==> config.mk <==
export PLATFORM = sky130hd
export DESIGN_NAME = tt_um_hardy_alu_acc_flat
export DESIGN_NICKNAME = d
export VERILOG_FILES = /design/src/rtl/tt_um_hardy_alu_acc_if.sv /design/src/rtl/tt_um_hardy_alu_acc.sv /design/src/flat_wrapper.sv
export SDC_FILE = /design/constraint.sdc
export NUM_CORES = 1
export LEC_CHECK = 0
export ABC_AREA = 1
export BUFFER_PORTS_ARGS = -buffer_cell sky130_fd_sc_hd__buf_2
export CAP_MARGIN = 20
export CORE_UTILIZATION = 28
export DETAILED_ROUTE_END_ITERATION = 10
export SYNTH_ARGS = -nofsm -noshare
export SYNTH_HDL_FRONTEND = slang
export SYNTH_SLANG_ARGS = --single-unit
==> constraint.sdc <==
create_clock -name clk -period 2.74 [get_ports clk]
set_input_delay 0.274 -clock clk [delete_from_list [all_inputs] [get_ports clk]]
set_output_delay 0.274 -clock clk [all_outputs]
set_load 0.05 [all_outputs]
==> src/rtl/tt_um_hardy_alu_acc_if.sv <==
// Operand/result handshake bundle for the accumulating ALU.
interface tt_um_hardy_alu_acc_if #(
  parameter int WIDTH = 8,
  parameter int CNT_W = 8
);
  logic             in_valid;
  logic             in_ready;
  logic [1:0]       op;
  logic [WIDTH-1:0] a;
  logic [WIDTH-1:0] b;
  logic             out_valid;
  logic             out_ready;
  logic [WIDTH-1:0] result;
  logic             carry;
  logic [CNT_W-1:0] op_count;

  modport master (
    output in_valid, op, a, b, out_ready,
    input  in_ready, out_valid, result, carry, op_count
  );

  modport slave (
    input  in_valid, op, a, b, out_ready,
    output in_ready, out_valid, result, carry, op_count
  );
endinterface

==> src/rtl/tt_um_hardy_alu_acc.sv <==
// Single-stage ALU with accumulator, valid/ready handshake on both sides,
// optional saturation and an accepted-operation counter.
module tt_um_hardy_alu_acc #(
  parameter int WIDTH    = 8,
  parameter int SATURATE = 0,
  parameter int CNT_W    = 8
) (
  input logic clk,
  input logic rst_n,
  input logic ena,
  tt_um_hardy_alu_acc_if.slave bus
);

  typedef enum logic [1:0] {
    OP_ADD = 2'b00,
    OP_SUB = 2'b01,
    OP_ACC = 2'b10,
    OP_CLR = 2'b11
  } op_t;

  op_t              op;
  logic [WIDTH-1:0] acc_q;
  logic [WIDTH-1:0] result_q;
  logic             carry_q;
  logic             valid_q;
  logic [CNT_W-1:0] count_q;

  logic [WIDTH-1:0] add_x;
  logic [WIDTH-1:0] add_y;
  logic [WIDTH:0]   sum;
  logic [WIDTH-1:0] res_n;
  logic [WIDTH-1:0] acc_n;
  logic             carry_n;
  logic             accept;
  logic             consume;

  assign op = op_t'(bus.op);

  // The output register can take a new result when empty or being drained.
  assign bus.in_ready  = ena & (~valid_q | bus.out_ready);
  assign accept        = bus.in_valid & bus.in_ready;
  assign consume       = valid_q & bus.out_ready;

  assign bus.out_valid = valid_q;
  assign bus.result    = result_q;
  assign bus.carry     = carry_q;
  assign bus.op_count  = count_q;

  // ADD and ACC share one WIDTH+1 adder; only the operand selection differs.
  assign add_x = (op == OP_ACC) ? acc_q : bus.a;
  assign add_y = (op == OP_ACC) ? bus.a : bus.b;
  assign sum   = {1'b0, add_x} + {1'b0, add_y};

  // Next result, carry/borrow and accumulator value for the presented op.
  always_comb begin
    res_n   = '0;
    carry_n = 1'b0;
    acc_n   = acc_q;
    case (op)
      OP_ADD: begin
        carry_n = sum[WIDTH];
        res_n   = (SATURATE != 0 && carry_n) ? '1 : sum[WIDTH-1:0];
      end
      OP_SUB: begin
        carry_n = (bus.a < bus.b);
        res_n   = (SATURATE != 0 && carry_n) ? '0 : bus.a - bus.b;
      end
      OP_ACC: begin
        carry_n = sum[WIDTH];
        res_n   = (SATURATE != 0 && carry_n) ? '1 : sum[WIDTH-1:0];
        acc_n   = res_n;
      end
      OP_CLR: begin
        acc_n = '0;
      end
      default: ;
    endcase
  end

  // Result/accumulator/counter registers; reset wins over everything, ena freezes.
  always_ff @(posedge clk) begin
    if (!rst_n) begin
      acc_q    <= '0;
      result_q <= '0;
      carry_q  <= 1'b0;
      valid_q  <= 1'b0;
      count_q  <= '0;
    end else if (ena) begin
      if (accept) begin
        result_q <= res_n;
        carry_q  <= carry_n;
        valid_q  <= 1'b1;
        acc_q    <= acc_n;
        count_q  <= count_q + 1'b1;
      end else if (consume) begin
        valid_q  <= 1'b0;
      end
    end
  end

endmodule

==> src/flat_wrapper.sv <==
// flat-port wrapper written by rule: the top's interface ports become plain ports
module tt_um_hardy_alu_acc_flat 
#(
  parameter int WIDTH    = 8,
  parameter int SATURATE = 0,
  parameter int CNT_W    = 8
)
  (clk, rst_n, ena, bus_in_valid, bus_op, bus_a, bus_b, bus_out_ready, bus_in_ready, bus_out_valid, bus_result, bus_carry, bus_op_count);
  tt_um_hardy_alu_acc_if #(.WIDTH(WIDTH), .CNT_W(CNT_W)) bus_i ();
  input logic clk;
  input logic rst_n;
  input logic ena;
  input wire logic [$bits(bus_i.in_valid)-1:0] bus_in_valid;
  input wire logic [$bits(bus_i.op)-1:0] bus_op;
  input wire logic [$bits(bus_i.a)-1:0] bus_a;
  input wire logic [$bits(bus_i.b)-1:0] bus_b;
  input wire logic [$bits(bus_i.out_ready)-1:0] bus_out_ready;
  output wire logic [$bits(bus_i.in_ready)-1:0] bus_in_ready;
  output wire logic [$bits(bus_i.out_valid)-1:0] bus_out_valid;
  output wire logic [$bits(bus_i.result)-1:0] bus_result;
  output wire logic [$bits(bus_i.carry)-1:0] bus_carry;
  output wire logic [$bits(bus_i.op_count)-1:0] bus_op_count;
  assign bus_i.in_valid = bus_in_valid;
  assign bus_i.op = bus_op;
  assign bus_i.a = bus_a;
  assign bus_i.b = bus_b;
  assign bus_i.out_ready = bus_out_ready;
  assign bus_in_ready = bus_i.in_ready;
  assign bus_out_valid = bus_i.out_valid;
  assign bus_result = bus_i.result;
  assign bus_carry = bus_i.carry;
  assign bus_op_count = bus_i.op_count;
  tt_um_hardy_alu_acc #(.WIDTH(WIDTH), .SATURATE(SATURATE), .CNT_W(CNT_W)) u_core (.clk(clk), .rst_n(rst_n), .ena(ena), .bus(bus_i));
endmodule
# Yosys cells after proc, flatten, opt, wreduce, memory -nomap -nowiden
# Index checks and enable logic that the tools add are counted.
[totals]
ramBits = 0
memories = 0
elab_cells = 31
in_bits = 23
latch_bits = 0
mem_bits_ro = 0
reg_bits = 26
output_inout_bits = 19
[op_classes]
n_lt_le_gt_ge = 1
n_mux = 7
n_mul = 0
eq_ne = 3
div_mod_pow = 0
bitwise_logic = 5
shift = 0
addsub = 3
n_reduce_logical = 7
[op_table]
columns = ["op", "n"]
rows = [
  ["$pmux 8 s2", 2],
  ["$mux 8", 2],
  ["$add 8x8->9", 1],
  ["$add 8x1->8 const B", 1],
  ["$lt 8x8->1", 1],
  ["$sub 8x8->8", 1],
  ["$eq 2x2->1 const B", 2],
  ["$reduce_and 2->1", 2],
  ["$reduce_bool 2->1", 2],
  ["$and 1x1->1", 3],
  ["$reduce_and 3->1", 1],
  ["$eq 2x1->1 const B", 1],
  ["$logic_not 2->1", 1],
  ["$mux 1", 2],
  ["$pmux 1 s2", 1],
  ["$reduce_or 2->1", 1],
  ["$not 1->1", 1],
  ["$or 1x1->1", 1],
]

# Logic depth before layout (Yosys ltp)
# Gate-level depths: netlist of run 1.
[logic_depth]
word_depth = 6
ltp_mapped = 16
depth_no_buf = 15

# Worst setup path before layout of run 1
# Ideal clock, no wire load.
[synth_path]
kind = "input-to-reg"
start = "input port bus_op[0]"
end = "register u_core.result_q[4] (netlist: u_core.bus.result[4])"
n_path_buf = 1
path_stages = 13
setup_ps = 109
required_time_ps = 2631
path_slack_ps = 744
arrival_time_ps = 1887
cell_sequence = "inv_2 nand2_1 buf_2 o21ai_1 ha_1 inv_1 fa_1 o21ai_1 a21oi_1 o21ai_0 nand3_1 nand2_1 inv_1"
[synth_between]
elab_chain_len = 4
word_cells_on_any_way = 8
classes_between = "1 x add/sub; 2 x eq/ne; 3 x mux; 2 x reduce/logical"
[synth_rtl]
columns = ["element", "line_no", "text"]
rows = [
  ["start, declared", "flat_wrapper.sv:14", "input wire logic [$bits(bus_i.op)-1:0] bus_op;"],
  ["$eq 2x2->1", "tt_um_hardy_alu_acc.sv:50, tt_um_hardy_alu_acc.sv:51, tt_um_hardy_alu_acc.sv:59", ""],
  ["$mux 8, on equally long branches", "tt_um_hardy_alu_acc.sv:50, tt_um_hardy_alu_acc.sv:51", ""],
  ["$add 8x8->9", "tt_um_hardy_alu_acc.sv:52", "assign sum = {1'b0, add_x} + {1'b0, add_y};"],
  ["$pmux 8 s2 *", "tt_um_hardy_alu_acc.sv:59", "case (op)"],
  ["end signal, assigned", "tt_um_hardy_alu_acc.sv:90", "result_q <= res_n;"],
  ["end, declared", "tt_um_hardy_alu_acc.sv:23", "logic [WIDTH-1:0] result_q;"],
]
# Mark *: on every way between the ends. The rest lies on a longest branch, timed or not.
# A chain may end at the register's enable or synchronous reset.

# Worst setup path after layout of run 1
# Same ends and word-level chain as after synthesis.

==> results of run 1 <==
==> stage by stage <==
step / worst slack (ns) / cell area (µm²) / power, mW / util (%) / std cells
6_report: 0.5330 / 2489 / 1.036 / 33.77 / 466
3_3_place_gp: 0.2742 / 2434 / 0.7951 / 33.02 / 462
3_5_place_dp: 0.2518 / 2434 / 0.7966 / 33.02 / 462
5_1_grt: 0.2157 / 2489 / 1.107 / 33.77 / 466
4_1_cts: 0.5344 / 2489 / 1.047 / 33.77 / 466
2_1_floorplan: 0.7439 / 2161 / 0.7078 / - / 329
==> final cells by class <==
cell class / count / area share (%)
multi-input combinational: 234 / 53.85
sequential: 26 / 20.91
inverter: 61 / 9.502
timing repair buffer: 42 / 8.547
tap: 99 / 4.977
clock buffer: 4 / 2.212
==> kinds of logic after synthesis <==
logic type,share of synthesized area (%)
compound gates,19.75
xor+xnor,0.4054
simple gates,30.17
flops,24.09
fa+ha+maj,11.70
buf+inv,13.90
==> placed cells by master (no fill, tap or decap), types with 2 or more instances in the layout <==
master,synthesis,routed
sky130_fd_sc_hd__nand3_1,22,22
sky130_fd_sc_hd__ha_1,17,17
sky130_fd_sc_hd__inv_2,4,4
sky130_fd_sc_hd__buf_2,4,41
sky130_fd_sc_hd__nand2_1,74,74
sky130_fd_sc_hd__o21ai_1,15,15
sky130_fd_sc_hd__nor2_4,2,2
sky130_fd_sc_hd__nor2_1,24,24
sky130_fd_sc_hd__nand2_4,2,2
sky130_fd_sc_hd__o21ai_2,3,3
sky130_fd_sc_hd__nand4_1,3,3
sky130_fd_sc_hd__a21o_1,2,2
sky130_fd_sc_hd__o21ai_0,14,14
sky130_fd_sc_hd__dfxtp_1,26,26
sky130_fd_sc_hd__a31oi_1,2,2
sky130_fd_sc_hd__o21a_1,5,5
sky130_fd_sc_hd__inv_1,55,55
sky130_fd_sc_hd__clkbuf_8,0,4
sky130_fd_sc_hd__a21oi_1,28,28
sky130_fd_sc_hd__fa_1,2,2
sky130_fd_sc_hd__a21oi_2,3,3
sky130_fd_sc_hd__nand3b_1,4,4
==> routing by layer <==
layer	track usage (%)	wire length [µm]	part of all wire (%)	vias up
met5	0	0	0	-
met4	3.415	44	0.89	0
met3	1.184	126	2.5	4
met2	21.41	2248	45	30
met1	16.42	2524	51	897
li1	-	-	-	1138
==> cell usage after synthesis, drive strengths merged, types with 2 or more instances <==
cell type,count
nand2,76
inv,60
a21oi,32
o21ai,32
nor2,27
dfxtp,26
nand3,23
ha,17
buf,7
o21a,5
nand3b,4
nand4,3
nor3,3
a21o,2
a31oi,2
fa,2
nor3b,2
or2,2
==> flip-flops by register name, summed over array words and instances, names as in the netlist <==
register / flops
u_core.acc_q: 8
u_core.bus.carry: 1
u_core.bus.op_count: 8
u_core.bus.result: 8
u_core.bus.out_valid: 1
==> power by group <==
| part | internal, mW | total (mW) | switching, mW |
|---|---|---|---|
| clock | 0.128 | 0.249 | 0.121 |
| sequential | 0.396 | 0.408 | 0.0116 |
| combinational | 0.128 | 0.379 | 0.251 |
==> critical path, stage by stage <==
cell and delay [ns]:
sky130_fd_sc_hd__buf_2 0.13, sky130_fd_sc_hd__inv_2 0.14, sky130_fd_sc_hd__nand2_1 0.15, sky130_fd_sc_hd__buf_4 0.25, sky130_fd_sc_hd__o21ai_1 0.24, sky130_fd_sc_hd__inv_2 0.07, sky130_fd_sc_hd__fa_1 0.44, sky130_fd_sc_hd__o21ai_1 0.21
sky130_fd_sc_hd__a21oi_1 0.09, sky130_fd_sc_hd__o21ai_0 0.16, sky130_fd_sc_hd__nand3_1 0.12, sky130_fd_sc_hd__nand2_1 0.08, sky130_fd_sc_hd__inv_1 0.03
==> worst paths after layout <==
check                        from  slack, ns              endpoint  depth (start not counted)
setup / recovery        bus_op[0]       0.53  u_core.bus.result[4]                         13
hold / removal          bus_op[1]       0.34       u_core.acc_q[1]                          3
setup reg to reg  u_core.acc_q[0]       0.83  u_core.bus.result[4]                         11
hold reg to reg   u_core.acc_q[1]       0.47       u_core.acc_q[1]                          2
==> out/results.txt, run 1 <==
run status - finished, final reports clean
DRC marker count from the first detailed-route iteration - 92
Avg Vias per Cell - 4.440
effective utilization at floorplan - 29.32%
Final TNS setup - 0 ns
RSZ-0062 raised after global routing - false
synthesized netlist cell count - 329
number of buffers added on ports - 41
Top Ports - 42
CTS hold repair buffers - 0
number of global-route vias before repair - 1,859
Die W - 89.85 µm
Nets - 410
leftover overflow at the end of global routing - 0
total count of max-transition violations in the final report - 0
Synthesis Warnings - 0
CP required - 2.92 ns
die height - 89.85 µm
clock tree buffer depth - 2
cells taking the most area after synthesis - sky130_fd_sc_hd__dfxtp_1 24%, sky130_fd_sc_hd__nand2_1 13%, sky130_fd_sc_hd__ha_1 9.8%
leading area contributor after synthesis - sky130_fd_sc_hd__dfxtp_1
hold_ws - 0.3427 ns
final weighted congestion of routability-driven global placement - 0.8475
leakage power summed over all cells - 1.319 nW
share of flip-flops with an asynchronous set or reset - 0%
number of antenna repair diodes - 0
Hold Vio Cnt, Final - 0
endpoints failing setup - 0
worst hold path type - in -> reg
Most used DFF post-synth - sky130_fd_sc_hd__dfxtp_1
share of post-route cells with drive strength above 1 - 18.80%
maximum VDD drop - 0.1475 mV
kind of critical path - in -> reg
sequential share of the synthesized area - 24.09%
cell row count - 31
total DRC errors in the routed layout - 0
achievable frequency - 453.1 MHz
Global Route Usage Sum - 12.41%
top-area cell type share of the netlist area - 24.09%
H-Tree Depth - 1
drt total wl - 4944 µm
max-capacitance violation count - 0
placeable core area - 0.007370 mm²
remaining number of nets flagged by the antenna check after routing - 0
maximum number of pins on one net before global-route repair - 28
netlist area before placement - 0.002161 mm²
crit end category - register
number of unique standard cell types used by synthesis - 39
fraction of the cycle the final worst path needs - 80.55%
clock input transition at the sequential cells of the worst setup and hold paths - 0.09 ns
Syn Nets - 371
clock tree from TritonCTS - done
cells resized by post-CTS repair - 0
Max FO, Critical Path - 27
via total after detailed routing - 2,069
worst slew slack as a fraction of its limit - 69.98%
combined area of the multi-input logic cells - 0.001340 mm²
HPWL after detailed placement - 4113 µm
number of search-and-repair iterations in the first detailed-routing pass - 4
cts bufs inserted - 3
wire length of the first global-routing pass - 8383 µm
buffer cell driving the clock tree root - sky130_fd_sc_hd__clkbuf_8
number of enable-type register cells in the synthesized netlist - 0
CTS sink cnt - 26
Post-CTS Repair Setup Buffers - 0
source-to-sink clock delay at the later pin of the worst-skew pair - 0.27 ns
Syn Area/Cell - 6.568 µm²
final worst clock skew - 0.003278 ns
fill count - 813
die area - 0.008072 mm²
Power Density - 416.4 mW/mm²
startpoint types - input port
area growth from synthesis to layout - 15.17%
final period demand of the worst path - 2.207 ns
post-DR wirelength/cell - 10.61 µm
register area - 520.5 µm²
arrival time worst endpoint - 2.38 ns
transition time at the pin with the least slew margin - 0.4456 ns
number of antenna violations at the first check in global routing - 0
register bit count reported by yosys - 26
No activity file was read; power rests on OpenSTA's default activity.
==> inputs of run 2 (changes only) <==
Clock period 2.74 ns to 2.1 ns, I/O delays scaled along.
==> out/results.txt, run 2 (same netlist as run 1, synthesis figures left out) <==
final period demand of the worst path - 1.849 ns
arrival time worst endpoint - 2.04 ns (-0.34 ns)
Top Family by Delay on Critical Path - adder cells
number of search-and-repair iterations in the first detailed-routing pass - 5 (+1)
achievable frequency - 540.7 MHz
Power Density - 532.9 mW/mm² (+28%)
origin of the worst setup path - u_core.acc_q[0]
transition time at the pin with the least slew margin - 0.4004 ns (-0.04516 ns)
buffer cell driving the clock tree root - sky130_fd_sc_hd__clkbuf_8
area growth from synthesis to layout - 17.20%
DRC marker count from the first detailed-route iteration - 140 (+52%)
Nets - 416 (+1.5%)
worst hold path type - in -> reg
cell row count - 31 (unchanged)
remaining number of nets flagged by the antenna check after routing - 0 (unchanged)
RSZ-0062 raised after global routing - false
run status - finished, final reports clean
Avg Vias per Cell - 4.571 (+3.0%)
CTS sink cnt - 26 (unchanged)
min setup slack post-route - 0.2507 ns (-0.2823 ns)
hold path start - bus_out_ready
CTS hold repair buffers - 0 (unchanged)
critical path capture point - u_core.bus.result[4]
clock tree from TritonCTS - done
kind of critical path - reg -> reg
startpoint types - register
drt total wl - 5316 µm (+7.5%)
placeable core area - 0.007370 mm² (unchanged)
Critical Path, Cell by Cell - inv_1, o21ai_1, ha_1, inv_1, fa_1, o21ai_1, a21oi_1, o21ai_0, nand3_1, nand2_1, inv_1
Reg2Reg Capture Point - u_core.bus.result[4]
Crit path top cell by count - sky130_fd_sc_hd__inv_1
slack of the worst reg-to-reg path - 0.25 ns (-0.58 ns)
worst slew slack as a fraction of its limit - 73.02% (+3.0 points)
die area - 0.008072 mm² (unchanged)
die height - 89.85 µm (unchanged)
share of post-route cells with drive strength above 1 - 19.89% (+1.1 points)
number of antenna violations at the first check in global routing - 0 (unchanged)
number of global-route vias before repair - 1,875 (+0.86%)
depth of the worst register-to-register path - 11 (unchanged)
clock input transition at the sequential cells of the worst setup and hold paths - 0.10 ns (about the same)
endpoints failing setup - 0 (unchanged)
register area - 520.5 µm² (unchanged)
CP Depth - 11 (-2)
fraction of the cycle the final worst path needs - 88.06%
most used cells in the layout excluding fill and tap cells - 74 x sky130_fd_sc_hd__nand2_1, 55 x sky130_fd_sc_hd__inv_1, 41 x sky130_fd_sc_hd__buf_2
max-capacitance violation count - 0 (unchanged)
slowest cell on the critical path - sky130_fd_sc_hd__fa_1
Max FO, Critical Path - 3 (-89%)
source-to-sink clock delay at the later pin of the worst-skew pair - 0.28 ns (about the same)
HPWL after detailed placement - 4295 µm (+4.4%)
effective utilization at floorplan - 29.32% (unchanged)
Top Ports - 42 (unchanged)
CP required - 2.29 ns (-0.63 ns)
commonest non-fill, non-tap cell in the layout - sky130_fd_sc_hd__nand2_1
clock tree buffer depth - 2 (unchanged)
number of antenna repair diodes - 0 (unchanged)
final worst clock skew - 0.01055 ns (+0.007269 ns)
Post-CTS Repair Setup Buffers - 0 (unchanged)
leftover overflow at the end of global routing - 0 (unchanged)
crit-path max cell delay - 0.37 ns (-0.07 ns)
Global Route Usage Sum - 13.16% (+0.75 points)
placed instance area - 0.002491 mm² (+2.4%)
post-route cell area - 0.002532 mm² (+1.8%)
Hold Vio Cnt, Final - 0 (unchanged)
Buf/Inv on CP - 3 (-2)
combined area of the multi-input logic cells - 0.001340 mm² (unchanged)
total count of max-transition violations in the final report - 0 (unchanged)
leakage power summed over all cells - 1.346 nW (+2.0%)
RR Startpoint - u_core.acc_q[0]
H-Tree Depth - 1 (unchanged)
crit end category - register
via total after detailed routing - 2,153 (+4.1%)
maximum VDD drop - 0.1931 mV (+31%)
final weighted congestion of routability-driven global placement - 0.7945 (-6.3%)
cells resized by post-CTS repair - 0 (unchanged)
total DRC errors in the routed layout - 0 (unchanged)
Setup Slack @ Placement - -0.02535 ns (-0.2772 ns)
post-DR wirelength/cell - 11.29 µm (+6.4%)
Die W - 89.85 µm (unchanged)
maximum number of pins on one net before global-route repair - 33 (+18%)
fill count - 805 (-0.98%)
number of buffers added on ports - 41 (unchanged)
wire length of the first global-routing pass - 8776 µm (+4.7%)
cts bufs inserted - 3 (unchanged)
[run 2: cell types whose count changed in the layout (fill, tap and decap cells not counted), sizes merged]
| cell | previous run | this run |
|---|---|---|
| buf | 42 | 48 |
| clkbuf | 4 | 3 |
[run 2: cell type report]
type	instances	share of cell area [%]
clock buffer	3	1.630
inverter	61	9.338
multi-input combinational	234	52.92
sequential	26	20.55
tap	99	4.891
timing repair buffer	48	10.67
[run 2: how the worst min path moves through the flow]
stage / endpoint / depth (start not counted) / slack, ns
floorplan: u_core.acc_q[1] / 2 / 0.38
global placement: u_core.acc_q[1] / 2 / 0.46
detailed placement: u_core.acc_q[1] / 2 / 0.46
CTS: u_core.bus.out_valid / 4 / 0.32
global route: u_core.bus.out_valid / 4 / 0.34
finish: u_core.bus.out_valid / 4 / 0.32
[run 2: power by group]
part	total (mW)	switching (mW)	internal, mW	leakage (nW)
clock network	0.296	0.167	0.129	0.0216
logic	0.522	0.337	0.185	1.11
registers	0.531	0.0142	0.517	0.212
total	1.35	0.519	0.831	1.35
[run 2: per-stage QoR]
stage	instances	util, %	hold slack (ns)	setup TNS (ns)	power (mW)
2_1_floorplan	329	-	0.3826	0	0.9235
6_report	471	34.36	0.3192	0	1.350
3_3_place_gp	468	33.80	0.4569	0	1.056
5_1_grt	471	34.36	0.3419	0	1.432
4_1_cts	471	34.36	0.3180	0	1.353
3_5_place_dp	468	33.80	0.4574	-0.02535	1.063
[run 2: per-layer routing]
| layer | track usage, % | part of all wire, % | up-vias |
|---|---|---|---|
| li1 | - | - | 1148 |
| met1 | 18.59 | 49 | 955 |
| met2 | 21.54 | 46 | 46 |
| met3 | 1.100 | 4.4 | 4 |
| met4 | 3.279 | 0.73 | 0 |
| met5 | 0 | 0 | - |
[run 2: worst reg2reg max path: cells and delay by family (launching register included)]
family                     cells  cell delay [ns]
AOI/OAI and AO/OA              4             0.56
and+or+nand+nor                2             0.18
buffers and inverters          3             0.14
adders and majority gates      2             0.56
DFF                            1             0.33
